--- src/rtl/cache_ctrl_fsm.sv ---
// ---------------------------------------------------------------------------
// cache_ctrl_fsm
//
// Sequencing controller for the 8-way tag memory of one cache slice. It takes
// one CPU access at a time and walks it through tag lookup, an optional
// dirty-victim writeback, the line fill, the tag update and the LRU aging
// step, then returns a one-cycle completion pulse to the CPU.
//
// Optional feature: define CACHE_STATS_EN to add the saturating 16-bit
// hit/miss counters (stat_hits_o, stat_misses_o). Without the macro the ports
// and counters do not exist and the controller behaves identically.
//
// Ports
//   clk, rst_n        clock (rising edge), asynchronous active-low reset
//   cpu_req_i         access request, accepted when cpu_req_i & cpu_ready_o
//   cpu_we_i          1 = write, 0 = read, sampled with the request
//   cpu_addr_i        {tag,index,offset}, sampled with the request
//   cpu_ready_o       controller idle and able to accept
//   cpu_ack_o         one-cycle completion pulse
//   cpu_hit_o         valid with cpu_ack_o: 1 = the access hit
//   line_chan_o       way holding the current line (data array select)
//   tm_tag_o          latched address tag presented to the tag memory
//   tm_index_o        latched set index presented to the tag memory
//   tm_wr_o           tag write strobe
//   tm_mod_in_o       dirty bit written with tm_wr_o
//   tm_age_o          LRU age strobe (marks the hitting way most recent)
//   tm_hit_i          tag-memory hit for tm_tag_o/tm_index_o
//   tm_chan_i         way that hit
//   tm_age_chan_i     LRU victim way of the set
//   tm_age_tag_i      tag stored in the victim way
//   tm_age_mod_i      victim way is dirty
//   mem_req_o         backing-memory request, held until mem_ack_i
//   mem_we_o          1 = writeback, 0 = fill
//   mem_addr_o        line address, offset bits zero
//   mem_ack_i         one-cycle completion from backing memory
//   state_o           current FSM state, for debug and checkers
//   stat_hits_o       (CACHE_STATS_EN) completed hits, saturating
//   stat_misses_o     (CACHE_STATS_EN) completed misses, saturating
//
// Handshakes
//   CPU side: a transfer happens on a rising edge where cpu_req_i and
//   cpu_ready_o are both high; a request seen while cpu_ready_o is low is
//   ignored and the requester must keep it up. Memory side: mem_req_o,
//   mem_we_o and mem_addr_o rise together and stay constant until the edge
//   that samples mem_ack_i high; mem_ack_i outside a request is ignored.
// ---------------------------------------------------------------------------
module cache_ctrl_fsm #(
  parameter int TAG_WIDTH    = 8,
  parameter int INDEX_WIDTH  = 4,
  parameter int OFFSET_WIDTH = 4,
  parameter int CHAN_WIDTH   = 3,
  localparam int ADDR_W      = TAG_WIDTH + INDEX_WIDTH + OFFSET_WIDTH
) (
  input  logic                    clk,
  input  logic                    rst_n,
  // CPU port
  input  logic                    cpu_req_i,
  input  logic                    cpu_we_i,
  input  logic [ADDR_W-1:0]       cpu_addr_i,
  output logic                    cpu_ready_o,
  output logic                    cpu_ack_o,
  output logic                    cpu_hit_o,
  // tag memory / line buffer
  output logic [CHAN_WIDTH-1:0]   line_chan_o,
  output logic [TAG_WIDTH-1:0]    tm_tag_o,
  output logic [INDEX_WIDTH-1:0]  tm_index_o,
  output logic                    tm_wr_o,
  output logic                    tm_mod_in_o,
  output logic                    tm_age_o,
  input  logic                    tm_hit_i,
  input  logic [CHAN_WIDTH-1:0]   tm_chan_i,
  input  logic [CHAN_WIDTH-1:0]   tm_age_chan_i,
  input  logic [TAG_WIDTH-1:0]    tm_age_tag_i,
  input  logic                    tm_age_mod_i,
  // backing memory
  output logic                    mem_req_o,
  output logic                    mem_we_o,
  output logic [ADDR_W-1:0]       mem_addr_o,
  input  logic                    mem_ack_i,
`ifdef CACHE_STATS_EN
  output logic [15:0]             stat_hits_o,
  output logic [15:0]             stat_misses_o,
`endif
  // debug
  output logic [2:0]              state_o
);

  typedef enum logic [2:0] {
    IDLE   = 3'd0,
    LOOKUP = 3'd1,
    WBACK  = 3'd2,
    FILL   = 3'd3,
    UPDATE = 3'd4,
    AGE    = 3'd5,
    RESP   = 3'd6
  } state_e;

  state_e                   state_q;

  // Latched request
  logic                     we_q;
  logic [TAG_WIDTH-1:0]     tag_q;
  logic [INDEX_WIDTH-1:0]   index_q;

  // Registered outputs
  logic                     cpu_ready_q;
  logic                     cpu_ack_q;
  logic                     cpu_hit_q;
  logic [CHAN_WIDTH-1:0]    line_chan_q;
  logic                     upd_wr_q;
  logic                     age_q;
  logic                     mem_req_q;
  logic                     mem_we_q;
  logic [ADDR_W-1:0]        mem_addr_q;

`ifdef CACHE_STATS_EN
  logic [15:0]              stat_hits_q;
  logic [15:0]              stat_misses_q;
`endif

  // The line offset never reaches the tag path; only tag and index are kept.
  logic                     unused_offset;
  assign unused_offset = ^cpu_addr_i[OFFSET_WIDTH-1:0];

  localparam logic [OFFSET_WIDTH-1:0] OFFSET_ZERO = '0;

  // A hit in LOOKUP must age the way (and mark it dirty on a write) in that
  // same cycle, while the tag memory is still presenting the hit. Those
  // strobes therefore combine the registered UPDATE/AGE strobes with the
  // LOOKUP-cycle hit term. The dirty bit written always equals the latched
  // write flag: a write hit sets it, and a fill stores cpu_we.
  logic lookup_hit;
  assign lookup_hit = (state_q == LOOKUP) && tm_hit_i;

  assign tm_age_o    = age_q | lookup_hit;
  assign tm_wr_o     = upd_wr_q | (lookup_hit & we_q);
  assign tm_mod_in_o = tm_wr_o & we_q;

  assign cpu_ready_o = cpu_ready_q;
  assign cpu_ack_o   = cpu_ack_q;
  assign cpu_hit_o   = cpu_hit_q;
  assign line_chan_o = line_chan_q;
  assign tm_tag_o    = tag_q;
  assign tm_index_o  = index_q;
  assign mem_req_o   = mem_req_q;
  assign mem_we_o    = mem_we_q;
  assign mem_addr_o  = mem_addr_q;
  assign state_o     = state_q;

`ifdef CACHE_STATS_EN
  assign stat_hits_o   = stat_hits_q;
  assign stat_misses_o = stat_misses_q;
`endif

  always_ff @(posedge clk or negedge rst_n) begin
    if (!rst_n) begin
      // Asynchronous clear: an in-flight fill is abandoned and mem_req
      // drops immediately; no completion is reported for it.
      state_q       <= IDLE;
      we_q          <= 1'b0;
      tag_q         <= '0;
      index_q       <= '0;
      cpu_ready_q   <= 1'b1;
      cpu_ack_q     <= 1'b0;
      cpu_hit_q     <= 1'b0;
      line_chan_q   <= '0;
      upd_wr_q      <= 1'b0;
      age_q         <= 1'b0;
      mem_req_q     <= 1'b0;
      mem_we_q      <= 1'b0;
      mem_addr_q    <= '0;
`ifdef CACHE_STATS_EN
      stat_hits_q   <= '0;
      stat_misses_q <= '0;
`endif
    end else begin
      // Single-cycle strobes default low so each lasts exactly one step.
      cpu_ack_q <= 1'b0;
      cpu_hit_q <= 1'b0;
      upd_wr_q  <= 1'b0;
      age_q     <= 1'b0;

      unique case (state_q)
        IDLE: begin
          if (cpu_req_i) begin
            we_q        <= cpu_we_i;
            tag_q       <= cpu_addr_i[ADDR_W-1 -: TAG_WIDTH];
            index_q     <= cpu_addr_i[OFFSET_WIDTH +: INDEX_WIDTH];
            cpu_ready_q <= 1'b0;
            state_q     <= LOOKUP;
          end
        end

        LOOKUP: begin
          if (tm_hit_i) begin
            line_chan_q <= tm_chan_i;
            cpu_ack_q   <= 1'b1;
            cpu_hit_q   <= 1'b1;
            state_q     <= RESP;
          end else begin
            // The victim way becomes the line's home. Its tag is only needed
            // for the writeback address, which is formed right here so the
            // request goes out fully registered on the next cycle.
            line_chan_q <= tm_age_chan_i;
            mem_req_q   <= 1'b1;
            if (tm_age_mod_i) begin
              mem_we_q   <= 1'b1;
              mem_addr_q <= {tm_age_tag_i, index_q, OFFSET_ZERO};
              state_q    <= WBACK;
            end else begin
              mem_we_q   <= 1'b0;
              mem_addr_q <= {tag_q, index_q, OFFSET_ZERO};
              state_q    <= FILL;
            end
          end
        end

        WBACK: begin
          // mem_req stays high straight into the fill request.
          if (mem_ack_i) begin
            mem_we_q   <= 1'b0;
            mem_addr_q <= {tag_q, index_q, OFFSET_ZERO};
            state_q    <= FILL;
          end
        end

        FILL: begin
          if (mem_ack_i) begin
            mem_req_q <= 1'b0;
            mem_we_q  <= 1'b0;
            upd_wr_q  <= 1'b1;
            state_q   <= UPDATE;
          end
        end

        UPDATE: begin
          // Tag written this cycle; the new line hits from the next cycle,
          // which is when AGE makes it most recently used.
          age_q   <= 1'b1;
          state_q <= AGE;
        end

        AGE: begin
          cpu_ack_q <= 1'b1;
          cpu_hit_q <= 1'b0;
          state_q   <= RESP;
        end

        RESP: begin
`ifdef CACHE_STATS_EN
          if (cpu_hit_q) begin
            if (stat_hits_q != 16'hFFFF) stat_hits_q <= stat_hits_q + 16'd1;
          end else begin
            if (stat_misses_q != 16'hFFFF) stat_misses_q <= stat_misses_q + 16'd1;
          end
`endif
          cpu_ready_q <= 1'b1;
          state_q     <= IDLE;
        end

        default: begin
          cpu_ready_q <= 1'b1;
          mem_req_q   <= 1'b0;
          state_q     <= IDLE;
        end
      endcase
    end
  end

endmodule
--- config.mk ---
export PLATFORM = sky130hd
export DESIGN_NAME = cache_ctrl_fsm
export DESIGN_NICKNAME = d
export VERILOG_FILES = /design/src/rtl/cache_ctrl_fsm.sv
export SDC_FILE = /design/constraint.sdc
export NUM_CORES = 1
export LEC_CHECK = 0
export CORE_MARGIN = 1.5
export CORE_UTILIZATION = 40
export DETAILED_ROUTE_END_ITERATION = 10
export GPL_ROUTABILITY_DRIVEN = 0
export PLACE_DENSITY_LB_ADDON = 0.08
export SETUP_SLACK_MARGIN = 0.15
export SLEW_MARGIN = 5
export SYNTH_ARGS = -nofsm -noshare
export SYNTH_HDL_FRONTEND = slang
export SYNTH_SLANG_ARGS = --single-unit
--- constraint.sdc ---
create_clock -name clk -period 3.75 [get_ports clk]
set_input_delay 0.75 -clock clk [delete_from_list [all_inputs] [get_ports clk]]
set_output_delay 0.75 -clock clk [all_outputs]
set_load 0.02 [all_outputs]
==> out/qor.txt <==
STA
------------------------------------------------------------------------------------------------------
RSZ-0062 raised after global routing ....................................................        false
Worst slew pin tran .....................................................................       840 ps
Setup TNS Final .........................................................................         0 ps
Setup-violating endpoint count in the final report ......................................            0
Shortest clock period the worst path allows after layout ................................      2970 ps
Hold violation count in the final report ................................................            0
Pins Over Slew Limit ....................................................................            0
Final worst path period share ...........................................................        79.2%
Fin Clk Skew ............................................................................      5.49 ps
Worst-case headroom to the max-slew limit ...............................................        44.0%
Achievable clock frequency ..............................................................    0.337 GHz

DETAILED ROUTING
------------------------------------------------------------------------------------------------------
Final routed DRC violation total ........................................................            0
DRC marker count from the first detailed-route iteration ................................           65
Vias ....................................................................................         1364
Number of detailed-routing iterations run before antenna repair .........................            4
Final WL ................................................................................      3980 um
Average routed wire per standard cell ...................................................      14.8 um
Count of nets left with antenna violations after detail routing .........................            0
Detailed-route vias per instance ........................................................         5.05

SYNTH
------------------------------------------------------------------------------------------------------
List of most frequent post-synthesis cells .............................................. sky130_fd_sc_hd__dfrtp_1, sky130_fd_sc_hd__mux2_2, sky130_fd_sc_hd__o21ai_0
Share of synthesized flip-flops with an asynchronous set or reset .......................         100%
Netlist cell types ......................................................................           34
Synthesized instance count ..............................................................          148
Number of enable flip-flop cells after synthesis ........................................            0
Number of synthesized register bits .....................................................           38
Top cells by area in the synthesized netlist ............................................ sky130_fd_sc_hd__dfrtp_1, sky130_fd_sc_hd__mux2_2, sky130_fd_sc_hd__o21ai_0
Area fraction of the dominant cell type after synthesis .................................        55.1%
Post-synthesis area per instance ........................................................     11.4 um2
Warnings, synthesis .....................................................................            0
Synthesized area ........................................................................     1680 um2
Sequential cell area fraction in the yosys report .......................................        56.7%
Cell with the most instances after synthesis ............................................ sky130_fd_sc_hd__dfrtp_1
Post-synth top area cell ................................................................ sky130_fd_sc_hd__dfrtp_1
Post-synth top flop ..................................................................... sky130_fd_sc_hd__dfrtp_1

CRITICAL PATH
------------------------------------------------------------------------------------------------------
Setup slack, reg-to-reg .................................................................      1600 ps
Start-to-end type of the worst setup path ...............................................      reg2out
Max Fanout on Critical Path .............................................................           17
Critical path launch point type .........................................................    flip-flop
Worst r2r path cells ....................................................................            4
FF-to-FF End ............................................................................ mem_addr_o[4]
Critical R2R Launch .....................................................................   state_o[0]
Endpoint class of the critical path .....................................................   output pin
Required time of the worst setup path ...................................................      3000 ps
Worst EP arrival ........................................................................      2220 ps

FINAL LAYOUT
------------------------------------------------------------------------------------------------------
Area growth from synthesis to layout ....................................................        51.0%
Final non-filler cell total .............................................................          270
Fraction of final layout cells sized beyond drive strength 1 ............................        15.5%
Multi-input gate area ...................................................................      673 um2
Fill cells ..............................................................................          329
Final net count .........................................................................          256
ANT cells ...............................................................................            0
Area occupied by registers ..............................................................      952 um2

HOLD PATH
------------------------------------------------------------------------------------------------------
Min-Delay Path Depth ....................................................................            1
Worst hold-check path type ..............................................................      reg2reg
Endpoint of the worst hold path ......................................................... mem_addr_o[6]
Min-Delay Startpoint .................................................................... mem_addr_o[6]

JOB
------------------------------------------------------------------------------------------------------
Number of maximum-capacitance violations ................................................            0

FLOORPLAN
------------------------------------------------------------------------------------------------------
Die Wd ..................................................................................      67.8 um
Top-Level Pins ..........................................................................           79
Starting density of the core ............................................................        41.7%
Die Height ..............................................................................      67.8 um
Standard cell core area .................................................................     4030 um2
Rows ....................................................................................           23
Die ar. .................................................................................     4600 um2

STATUS
------------------------------------------------------------------------------------------------------
Run status .............................................................................. finished clean

CTS
------------------------------------------------------------------------------------------------------
Clock transition at the register clock pins on the worst setup and hold paths after CTS .        70 ps
Number of sinks on the clock net ........................................................           38
Gates resized, CTS repair ...............................................................            0
CTS Hold Buffers Added ..................................................................            0
Clock tree root buffer cell ............................................................. sky130_fd_sc_hd__clkbuf_8
H-tree Lvls .............................................................................            2
Clk Latency, worst-skew pair ............................................................       290 ps
TritonCTS clock tree ....................................................................         done
Buffers inserted by post-CTS timing repair ..............................................            0
Longest Clk Path Bufs ...................................................................            2
Number of CTS-inserted buffers ..........................................................            5

GLOBAL ROUTING
------------------------------------------------------------------------------------------------------
GRT overflow ............................................................................            0
Number of antenna violations at the first check in global routing .......................            0
First-pass GRT wire length ..............................................................      6190 um
Total GRT Usage .........................................................................        19.0%
Vias in the first global route ..........................................................         1300
Pin count of the biggest net entering global routing ....................................           39

POWER
------------------------------------------------------------------------------------------------------
PD cells ................................................................................   890 nW/um2
Peak supply drop ........................................................................       458 uV
Leakage power summed over all cells .....................................................      1.05 nW

PLACEMENT
------------------------------------------------------------------------------------------------------
Instance count after placement with tap cells included ..................................          262
Detail Placement HPWL ...................................................................      2830 um
Port bufs ...............................................................................           70

registers in the layout, summed over array words and instances, names as in the netlist:
signal	count
mem_we_o	1
age_q	1
mem_addr_o	12
tm_tag_o	8
we_q	1
cpu_ack_o	1
cpu_ready_o	1
state_o	3
line_chan_o	3
tm_index_o	4
mem_req_o	1
cpu_hit_o	1
upd_wr_q	1
kinds of logic after synthesis:
logic type	synth area share [%]
mux	13.2
flops	56.7
compound gates	11.3
other cells	0.223
simple gates	13.8
buf+inv	4.84
per-layer routing:
metal | GRT usage, % | up-vias | part of all wire, %
met3 | 5.92 | 11 | 5.9
met2 | 30.3 | 51 | 48
met5 | 0 | - | 0
met1 | 22.7 | 640 | 43
li1 | - | 662 | -
met4 | 11.0 | 0 | 2.9
critical path, cell delays in order (launching register included):
cell and delay, ps:
sky130_fd_sc_hd__dfrtp_1 670, sky130_fd_sc_hd__nor3b_1 290, sky130_fd_sc_hd__and2_1 240, sky130_fd_sc_hd__a21o_1 140, sky130_fd_sc_hd__clkdlybuf4s50_1 590
layout by cell type, fill, tap and decap left out, types with 2 or more instances in the layout:
cell / Yosys / final
sky130_fd_sc_hd__a21oi_1: 6 / 6
sky130_fd_sc_hd__conb_1: 1 / 4
sky130_fd_sc_hd__nor3_1: 8 / 8
sky130_fd_sc_hd__mux2i_1: 3 / 3
sky130_fd_sc_hd__mux2_1: 2 / 2
sky130_fd_sc_hd__mux2_2: 15 / 15
sky130_fd_sc_hd__nor2_1: 6 / 6
sky130_fd_sc_hd__clkinv_2: 0 / 2
sky130_fd_sc_hd__nor3b_1: 3 / 3
sky130_fd_sc_hd__a31oi_1: 8 / 8
sky130_fd_sc_hd__and2_1: 2 / 2
sky130_fd_sc_hd__o31ai_1: 2 / 2
sky130_fd_sc_hd__nand3_1: 8 / 8
sky130_fd_sc_hd__nand2_1: 4 / 4
sky130_fd_sc_hd__clkdlybuf4s50_1: 0 / 69
sky130_fd_sc_hd__buf_4: 5 / 5
sky130_fd_sc_hd__inv_1: 2 / 2
sky130_fd_sc_hd__dfrtp_1: 37 / 37
sky130_fd_sc_hd__o21ai_0: 13 / 13
sky130_fd_sc_hd__clkbuf_8: 0 / 5
layout make-up:
class	count	share of cell area (%)
well taps	50	2.47
repair buffers	75	28.9
inverters	2	0.296
flip-flops and latches	38	37.5
multi-input cells	97	26.5
clock buffers	5	2.71
clock inverters	3	1.58
stage by stage:
stage          hold slack (ps)  util (%)  setup slack (ps)  total power [W]  cell area, um2
2_1_floorplan              454         -              1510          0.00139            1690
3_3_place_gp               469      60.3               835          0.00190            2430
3_5_place_dp               478      60.3               834          0.00194            2430
4_1_cts                    494      63.0               745          0.00228            2540
5_1_grt                    520      63.0               616          0.00241            2540
6_report                   489      63.0               779          0.00226            2540
worst max-delay path by stage:
stage	from	to	slack [ps]	depth (start not counted)
after CTS	state_o[0]	tm_wr_o	750	4
final	state_o[0]	tm_wr_o	780	4
after global placement	tm_hit_i	tm_age_o	840	4
after floorplan	state_o[0]	tm_mod_in_o	1510	3
after global routing	state_o[0]	tm_wr_o	620	4
after detailed placement	tm_hit_i	tm_age_o	830	4
where the power goes:
group	total, W	switching (W)	internal, W	leakage (nW)
Sequential	0.000791	0.000181	0.000610	0.450
Combinational	0.00113	0.000544	0.000586	0.545
Clock	0.000337	0.000142	0.000196	0.0579
No activity file was read; power rests on OpenSTA's default activity.
